$ cat config.mk
export PLATFORM = sky130hd
export DESIGN_NAME = alu_pipe_flat
export DESIGN_NICKNAME = d
export VERILOG_FILES = /design/src/rtl/alu_pipe_if.sv /design/src/rtl/alu_pipe.sv /design/src/flat_wrapper.sv
export SDC_FILE = /design/constraint.sdc
export NUM_CORES = 1
export LEC_CHECK = 0
export CAP_MARGIN = 20
export CELL_PAD_IN_SITES_DETAIL_PLACEMENT = 1
export CELL_PAD_IN_SITES_GLOBAL_PLACEMENT = 2
export CORE_ASPECT_RATIO = 0.75
export CORE_MARGIN = 4
export CORE_UTILIZATION = 39
export DETAILED_ROUTE_END_ITERATION = 8
export GPL_ROUTABILITY_DRIVEN = 0
export PLACE_DENSITY = 0.88
export SLEW_MARGIN = 20
export SYNTH_ARGS = -nofsm -noshare
export SYNTH_HDL_FRONTEND = slang
export SYNTH_SLANG_ARGS = --single-unit
$ cat constraint.sdc
create_clock -name clk -period 8.9 [get_ports clk]
set_clock_uncertainty 0.05 [all_clocks]
set_input_delay 2.225 -clock clk [delete_from_list [all_inputs] [get_ports clk]]
set_output_delay 2.225 -clock clk [all_outputs]
set_load 0.01 [all_outputs]
$ cat src/rtl/alu_pipe_if.sv
// Operand-issue and result-consumer handshake bundle for alu_pipe.
// The master side issues operations and accepts results; the slave side is the ALU.
interface alu_pipe_if #(
  parameter int WIDTH = 8
);
  logic             in_valid;
  logic             in_ready;
  logic [3:0]       ctrl;
  logic [WIDTH-1:0] x;
  logic [WIDTH-1:0] y;
  logic             out_valid;
  logic             out_ready;
  logic [WIDTH-1:0] out;
  logic             carry;
  logic             busy;

  modport master (
    output in_valid, ctrl, x, y, out_ready,
    input  in_ready, out_valid, out, carry, busy
  );

  modport slave (
    input  in_valid, ctrl, x, y, out_ready,
    output in_ready, out_valid, out, carry, busy
  );
endinterface

$ cat src/rtl/alu_pipe.sv
// Registered parametrised ALU with valid/ready handshakes and an iterative
// shift-add unsigned multiplier (one multiplier bit per cycle).
module alu_pipe #(
  parameter int WIDTH = 8
) (
  input logic       clk,
  input logic       rst,
  alu_pipe_if.slave bus
);

  localparam int SHW = $clog2(WIDTH);
  localparam logic [SHW-1:0] CNT_LAST = SHW'(WIDTH - 1);

  typedef enum logic [3:0] {
    OP_ADD  = 4'b0000,
    OP_SUB  = 4'b0001,
    OP_AND  = 4'b0010,
    OP_OR   = 4'b0011,
    OP_NOT  = 4'b0100,
    OP_XOR  = 4'b0101,
    OP_NOR  = 4'b0110,
    OP_SLL  = 4'b0111,
    OP_SRL  = 4'b1000,
    OP_SRA  = 4'b1001,
    OP_ROL  = 4'b1010,
    OP_ROR  = 4'b1011,
    OP_EQ   = 4'b1100,
    OP_MUL  = 4'b1101,
    OP_NOP0 = 4'b1110,
    OP_NOP1 = 4'b1111
  } op_e;

  typedef enum logic {
    IDLE,
    MUL
  } state_e;

  state_e             state_q, state_n;
  logic [SHW-1:0]     cnt_q;
  logic [2*WIDTH-1:0] mcand_q;
  logic [WIDTH-1:0]   mplier_q;
  logic [2*WIDTH-1:0] acc_q;
  logic [2*WIDTH-1:0] acc_n;
  logic [WIDTH-1:0]   out_q;
  logic               carry_q;
  logic               out_valid_q;

  logic               in_ready_c;
  logic               busy_c;
  logic               mul_done;
  logic               accept;
  logic               consume;
  logic               is_mul;
  op_e                op;

  logic [WIDTH-1:0]   res;
  logic               res_carry;
  logic [WIDTH:0]     sum;
  logic [SHW-1:0]     amt_x;
  logic [SHW-1:0]     amt_y;
  logic [SHW:0]       amt_inv;

  assign op      = op_e'(bus.ctrl);
  assign is_mul  = (op == OP_MUL);
  assign accept  = bus.in_valid & in_ready_c;
  assign consume = out_valid_q & bus.out_ready;
  assign amt_x   = bus.x[SHW-1:0];
  assign amt_y   = bus.y[SHW-1:0];
  // Complementary rotate amount; a shift by WIDTH yields zero, so rotate-by-0 returns x.
  assign amt_inv = (SHW+1)'(WIDTH) - {1'b0, amt_y};
  assign acc_n   = acc_q + (mplier_q[0] ? mcand_q : '0);

  assign bus.in_ready  = in_ready_c;
  assign bus.busy      = busy_c;
  assign bus.out_valid = out_valid_q;
  assign bus.out       = out_q;
  assign bus.carry     = carry_q;

  // Single-cycle result for every opcode except MUL.
  always_comb begin
    res       = '0;
    res_carry = 1'b0;
    sum       = '0;
    case (op)
      OP_ADD: begin
        sum       = {bus.x[WIDTH-1], bus.x} + {bus.y[WIDTH-1], bus.y};
        res       = sum[WIDTH-1:0];
        res_carry = sum[WIDTH];
      end
      OP_SUB: begin
        sum       = {bus.x[WIDTH-1], bus.x} - {bus.y[WIDTH-1], bus.y};
        res       = sum[WIDTH-1:0];
        res_carry = sum[WIDTH];
      end
      OP_AND:  res = bus.x & bus.y;
      OP_OR:   res = bus.x | bus.y;
      OP_NOT:  res = ~bus.x;
      OP_XOR:  res = bus.x ^ bus.y;
      OP_NOR:  res = ~(bus.x | bus.y);
      OP_SLL:  res = bus.y << amt_x;
      OP_SRL:  res = bus.y >> amt_x;
      OP_SRA:  res = WIDTH'($signed(bus.x) >>> amt_y);
      OP_ROL:  res = (bus.x << amt_y) | (bus.x >> amt_inv);
      OP_ROR:  res = (bus.x >> amt_y) | (bus.x << amt_inv);
      OP_EQ:   res = {{(WIDTH-1){1'b0}}, (bus.x == bus.y)};
      default: res = '0;
    endcase
  end

  always_ff @(posedge clk) begin
    if (rst) begin
      state_q <= IDLE;
    end else begin
      state_q <= state_n;
    end
  end

  // In MUL the block refuses new work; completion is flagged on the last counter value.
  always_comb begin
    state_n    = state_q;
    in_ready_c = 1'b0;
    busy_c     = 1'b0;
    mul_done   = 1'b0;
    case (state_q)
      IDLE: begin
        in_ready_c = ~out_valid_q | bus.out_ready;
        if (bus.in_valid && in_ready_c && is_mul) begin
          state_n = MUL;
        end
      end
      MUL: begin
        busy_c = 1'b1;
        if (cnt_q == '0) begin
          mul_done = 1'b1;
          state_n  = IDLE;
        end
      end
      default: state_n = IDLE;
    endcase
  end

  always_ff @(posedge clk) begin
    if (rst) begin
      cnt_q    <= '0;
      mcand_q  <= '0;
      mplier_q <= '0;
      acc_q    <= '0;
    end else if (accept && is_mul) begin
      cnt_q    <= CNT_LAST;
      mcand_q  <= {{WIDTH{1'b0}}, bus.x};
      mplier_q <= bus.y;
      acc_q    <= '0;
    end else if (busy_c) begin
      acc_q    <= acc_n;
      mcand_q  <= mcand_q << 1;
      mplier_q <= mplier_q >> 1;
      if (cnt_q != '0) begin
        cnt_q <= cnt_q - SHW'(1);
      end
    end
  end

  // A finishing multiply overwrites any pending result; otherwise consume clears valid.
  always_ff @(posedge clk) begin
    if (rst) begin
      out_q       <= '0;
      carry_q     <= 1'b0;
      out_valid_q <= 1'b0;
    end else if (accept && !is_mul) begin
      out_q       <= res;
      carry_q     <= res_carry;
      out_valid_q <= 1'b1;
    end else if (mul_done) begin
      out_q       <= acc_n[WIDTH-1:0];
      carry_q     <= |acc_n[2*WIDTH-1:WIDTH];
      out_valid_q <= 1'b1;
    end else if (consume) begin
      out_valid_q <= 1'b0;
    end
  end

endmodule

$ cat src/flat_wrapper.sv
// flat-port wrapper written by rule: the top's interface ports become plain ports
module alu_pipe_flat 
#(
  parameter int WIDTH = 8
)
  (clk, rst, bus_in_valid, bus_ctrl, bus_x, bus_y, bus_out_ready, bus_in_ready, bus_out_valid, bus_out, bus_carry, bus_busy);
  alu_pipe_if #(.WIDTH(WIDTH)) bus_i ();
  input logic clk;
  input logic rst;
  input wire logic [$bits(bus_i.in_valid)-1:0] bus_in_valid;
  input wire logic [$bits(bus_i.ctrl)-1:0] bus_ctrl;
  input wire logic [$bits(bus_i.x)-1:0] bus_x;
  input wire logic [$bits(bus_i.y)-1:0] bus_y;
  input wire logic [$bits(bus_i.out_ready)-1:0] bus_out_ready;
  output wire logic [$bits(bus_i.in_ready)-1:0] bus_in_ready;
  output wire logic [$bits(bus_i.out_valid)-1:0] bus_out_valid;
  output wire logic [$bits(bus_i.out)-1:0] bus_out;
  output wire logic [$bits(bus_i.carry)-1:0] bus_carry;
  output wire logic [$bits(bus_i.busy)-1:0] bus_busy;
  assign bus_i.in_valid = bus_in_valid;
  assign bus_i.ctrl = bus_ctrl;
  assign bus_i.x = bus_x;
  assign bus_i.y = bus_y;
  assign bus_i.out_ready = bus_out_ready;
  assign bus_in_ready = bus_i.in_ready;
  assign bus_out_valid = bus_i.out_valid;
  assign bus_out = bus_i.out;
  assign bus_carry = bus_i.carry;
  assign bus_busy = bus_i.busy;
  alu_pipe #(.WIDTH(WIDTH)) u_core (.clk(clk), .rst(rst), .bus(bus_i));
endmodule
==> out/metrics.yaml <==
placement:
  placed_area_um2: 6340
  hpwlAfterDp_mm: 16.0
  placed_cells: 951
  portBuffers: 35
  dpl_worst_slack_ps: 2760
final_layout:
  layout-drive-gt1-share_pct: 7.64
  fin_area_um2: 6540
  fin_nets: 829
  fin_cells: 959
  fin_util_pct: 44.7
  diodes: 0
  synthToLayoutAreaGrowth_pct: 11.2
power_and_ir_drop:
  p_seq_share_pct: 33.8
  switchingPower_mw: 0.238
  p_per_area_nw_per_um2: 113
  peakVddDrop_mv: 0.0822
  power_frac_comb_pct: 30.6
  p_int_mw: 0.504
  p_total_mw: 0.742
  p_clk_share_pct: 35.6
  switching_share_pct: 32.0
  leakagePower_nw: 2.53
timing:
  hold_viol_final: 0
  setup_violations: 0
  fin_ws_ps: 3070
  hold_slack_ps: 415
  setup-tns-final_ps: 0
  rsz0062_at_grt: "false"
  worstMarginPinSlew_ps: 1040
  slew_viol_final: 0
  maxSlewHeadroom_pct: 30.5
  finalCritPeriodShare_pct: 65.5
  min_period_ps: 5830
  fmax_ghz: 0.171
yosys:
  synth_area_um2: 5890
  synth_most_common_cell: "a21oi_1"
  async_reset_ff_share_pct: 0
  ys.flop_type: "dfxtp_1"
  yosys.area.top_type: "dfxtp_1"
  synth_area_per_cell_um2: 7.76
  synth_common_cells: "a21oi_1 (71), nand2_1 (66), nor2_1 (61)"
  synth_cell_type_count: 74
  synth_nets: 829
  ys_seq_area_share_pct: 18.4
  synth_top_area_share_pct: 18.4
  yosys_warnings: 0
  synth_cells: 758
  synthTopCellsByArea: "dfxtp_1 (18%), ha_1 (9.4%), mux2i_1 (7.1%)"
  ys_ff_latch: 54
  synth_edf_count: 0
global_routing:
  antenna_found_initial: 1
  grt_pass1_vias: 6166
  grt_start_max_net_pins: 44
  grt_overflow: 0
  grt_pass1_wl_mm: 35.1
  grtUsageTotal_pct: 25.7
critical_path:
  arrival_ps: 5950
  crit_path_max_fanout: 23
  critPathBufInv: 2
  crit_cells: 9
  setup.worst_path.end_class: "flop"
  crit_path_max_incr_delay_ps: 1140
  worstPathRequired_ps: 9020
  crit_top_cell: "o22ai_1"
  start_kind: "primary input"
  cp_top_family: "buffers and inverters"
  r2r_cells: 6
  cp_slowest_cell: "clkdlybuf4s50_1"
  worstPathCellList: "clkdlybuf4s50_1 -> inv_1 -> ha_1 -> fa_1 -> a22oi_1 -> o22ai_1 -> a2111oi_0 -> and3_1 -> o22ai_1"
  crit_type: "in2reg"
detailed_routing:
  vias_per_cell: 6.30
  wl_per_cell_um: 22.8
  ant_nets: 0
  drt_wl_total_mm: 21.8
  first_pass_iters: 4
  drt_iter0_drc: 526
  vias: 6038
  drc_errors: 0
cts:
  clk_latency_ps: 300
  cts_buffer_depth: 2
  cts_hold_buf: 0
  root_buffer: "clkbuf_16"
  post-cts-setup-buffers: 0
  path_clk_slew_ps: 70
  cts_buffers: 5
  clock_sinks: 54
  cts_tree: "built"
  cts_resized: 0
  htree_levels: 2
flow_run:
  drv_cap: 0
floorplanning:
  rows: 38
  die_w_um: 150
  initial_core_util_pct: 40.2
  coreArea_um2: 14600
  die_area_um2: 17100
  die-height_um: 114
  io_pins: 36
outcome:
  status: "finished clean"
hold_path:
  whs_path_depth: 2
  min_path_type: "reg2reg"
[worst paths after layout]
path	slack (ps)	startpoint	end
max	3070	bus_x[0]	u_core.bus.out[2]
min	410	u_core.mplier_q[5]	u_core.mplier_q[5]
max reg2reg	5660	u_core.state_q	u_core.acc_q[0]
min reg2reg	410	u_core.mplier_q[5]	u_core.mplier_q[5]
[power by group through the flow]
stage | Clock [mW] | Combinational, mW | Sequential (mW)
floorplan | 0 | 0.143 | 0.256
global placement | 0 | 0.215 | 0.256
detailed placement | 0 | 0.220 | 0.257
CTS | 0.268 | 0.221 | 0.251
global route | 0.278 | 0.246 | 0.251
finish | 0.264 | 0.227 | 0.251
[worst min-delay path, delay by kind of cell (launching register included)]
kind	cells	cell delay [ps]
DFF	1	320
and+or+nand+nor	1	50
AOI/OAI and AO/OA	1	50
[area by class of cell]
| class | count | area [µm²] |
|---|---|---|
| clock buffers | 6 | 139 |
| repair buffers | 49 | 455 |
| flip-flops and latches | 54 | 1080 |
| multi-input cells | 612 | 4420 |
| well taps | 200 | 250 |
| clock inverters | 2 | 60.1 |
| fillers | 1832 | 8100 |
| inverters | 36 | 135 |
[flip-flops by register name (all words and copies together) (netlist names)]
name                  count
u_core.acc_q             16
u_core.bus.carry          1
u_core.bus.out            8
u_core.bus.out_valid      1
u_core.cnt_q              3
u_core.mcand_q           16
u_core.mplier_q           8
u_core.state_q            1
[placed cells by master (no fill, tap or decap), types with 6 or more instances in the layout]
| cell | count |
|---|---|
| a221oi_1 | 6 |
| mux4_2 | 10 |
| a31oi_1 | 9 |
| a211oi_1 | 10 |
| nand2b_1 | 14 |
| a21oi_1 | 70 |
| mux2i_1 | 42 |
| xnor2_1 | 15 |
| nor2_1 | 61 |
| a22oi_1 | 24 |
| o211ai_1 | 10 |
| nor3_1 | 12 |
| nor4_1 | 6 |
| a21o_1 | 6 |
| nor2b_1 | 15 |
| dfxtp_1 | 53 |
| mux2_2 | 14 |
| o21ai_0 | 38 |
| clkdlybuf4s50_1 | 35 |
| o22ai_1 | 13 |
| inv_1 | 34 |
| nand3_1 | 12 |
| buf_4 | 14 |
| nand2_1 | 66 |
| and2_1 | 21 |
| and3_1 | 6 |
| ha_1 | 44 |
[cell families (layout without fill, tap and decap cells)]
kind of cell             Yosys count  after routing  synth area share (%)
AO/OA/AOI/OAI                    240            240                  26.7
AND/OR/NAND/NOR                  234            234                  19.3
buffers and inverters             92             93                  6.59
multiplexers                      70             70                  15.2
flip-flops                        54             54                  18.4
adder cells (fa/ha/maj)           47             47                  10.4
XOR/XNOR                          21             21                  3.44
[metal layers]
layer	track usage [%]	part of all wire (%)	vias up	routed length, µm
li1	-	-	2791	-
met1	38.3	48	3039	10400
met2	38.5	44	185	9500
met3	5.90	7.5	23	1640
met4	4.14	1.2	0	257
met5	0	0	-	0
(Power assumes the default switching activity.)
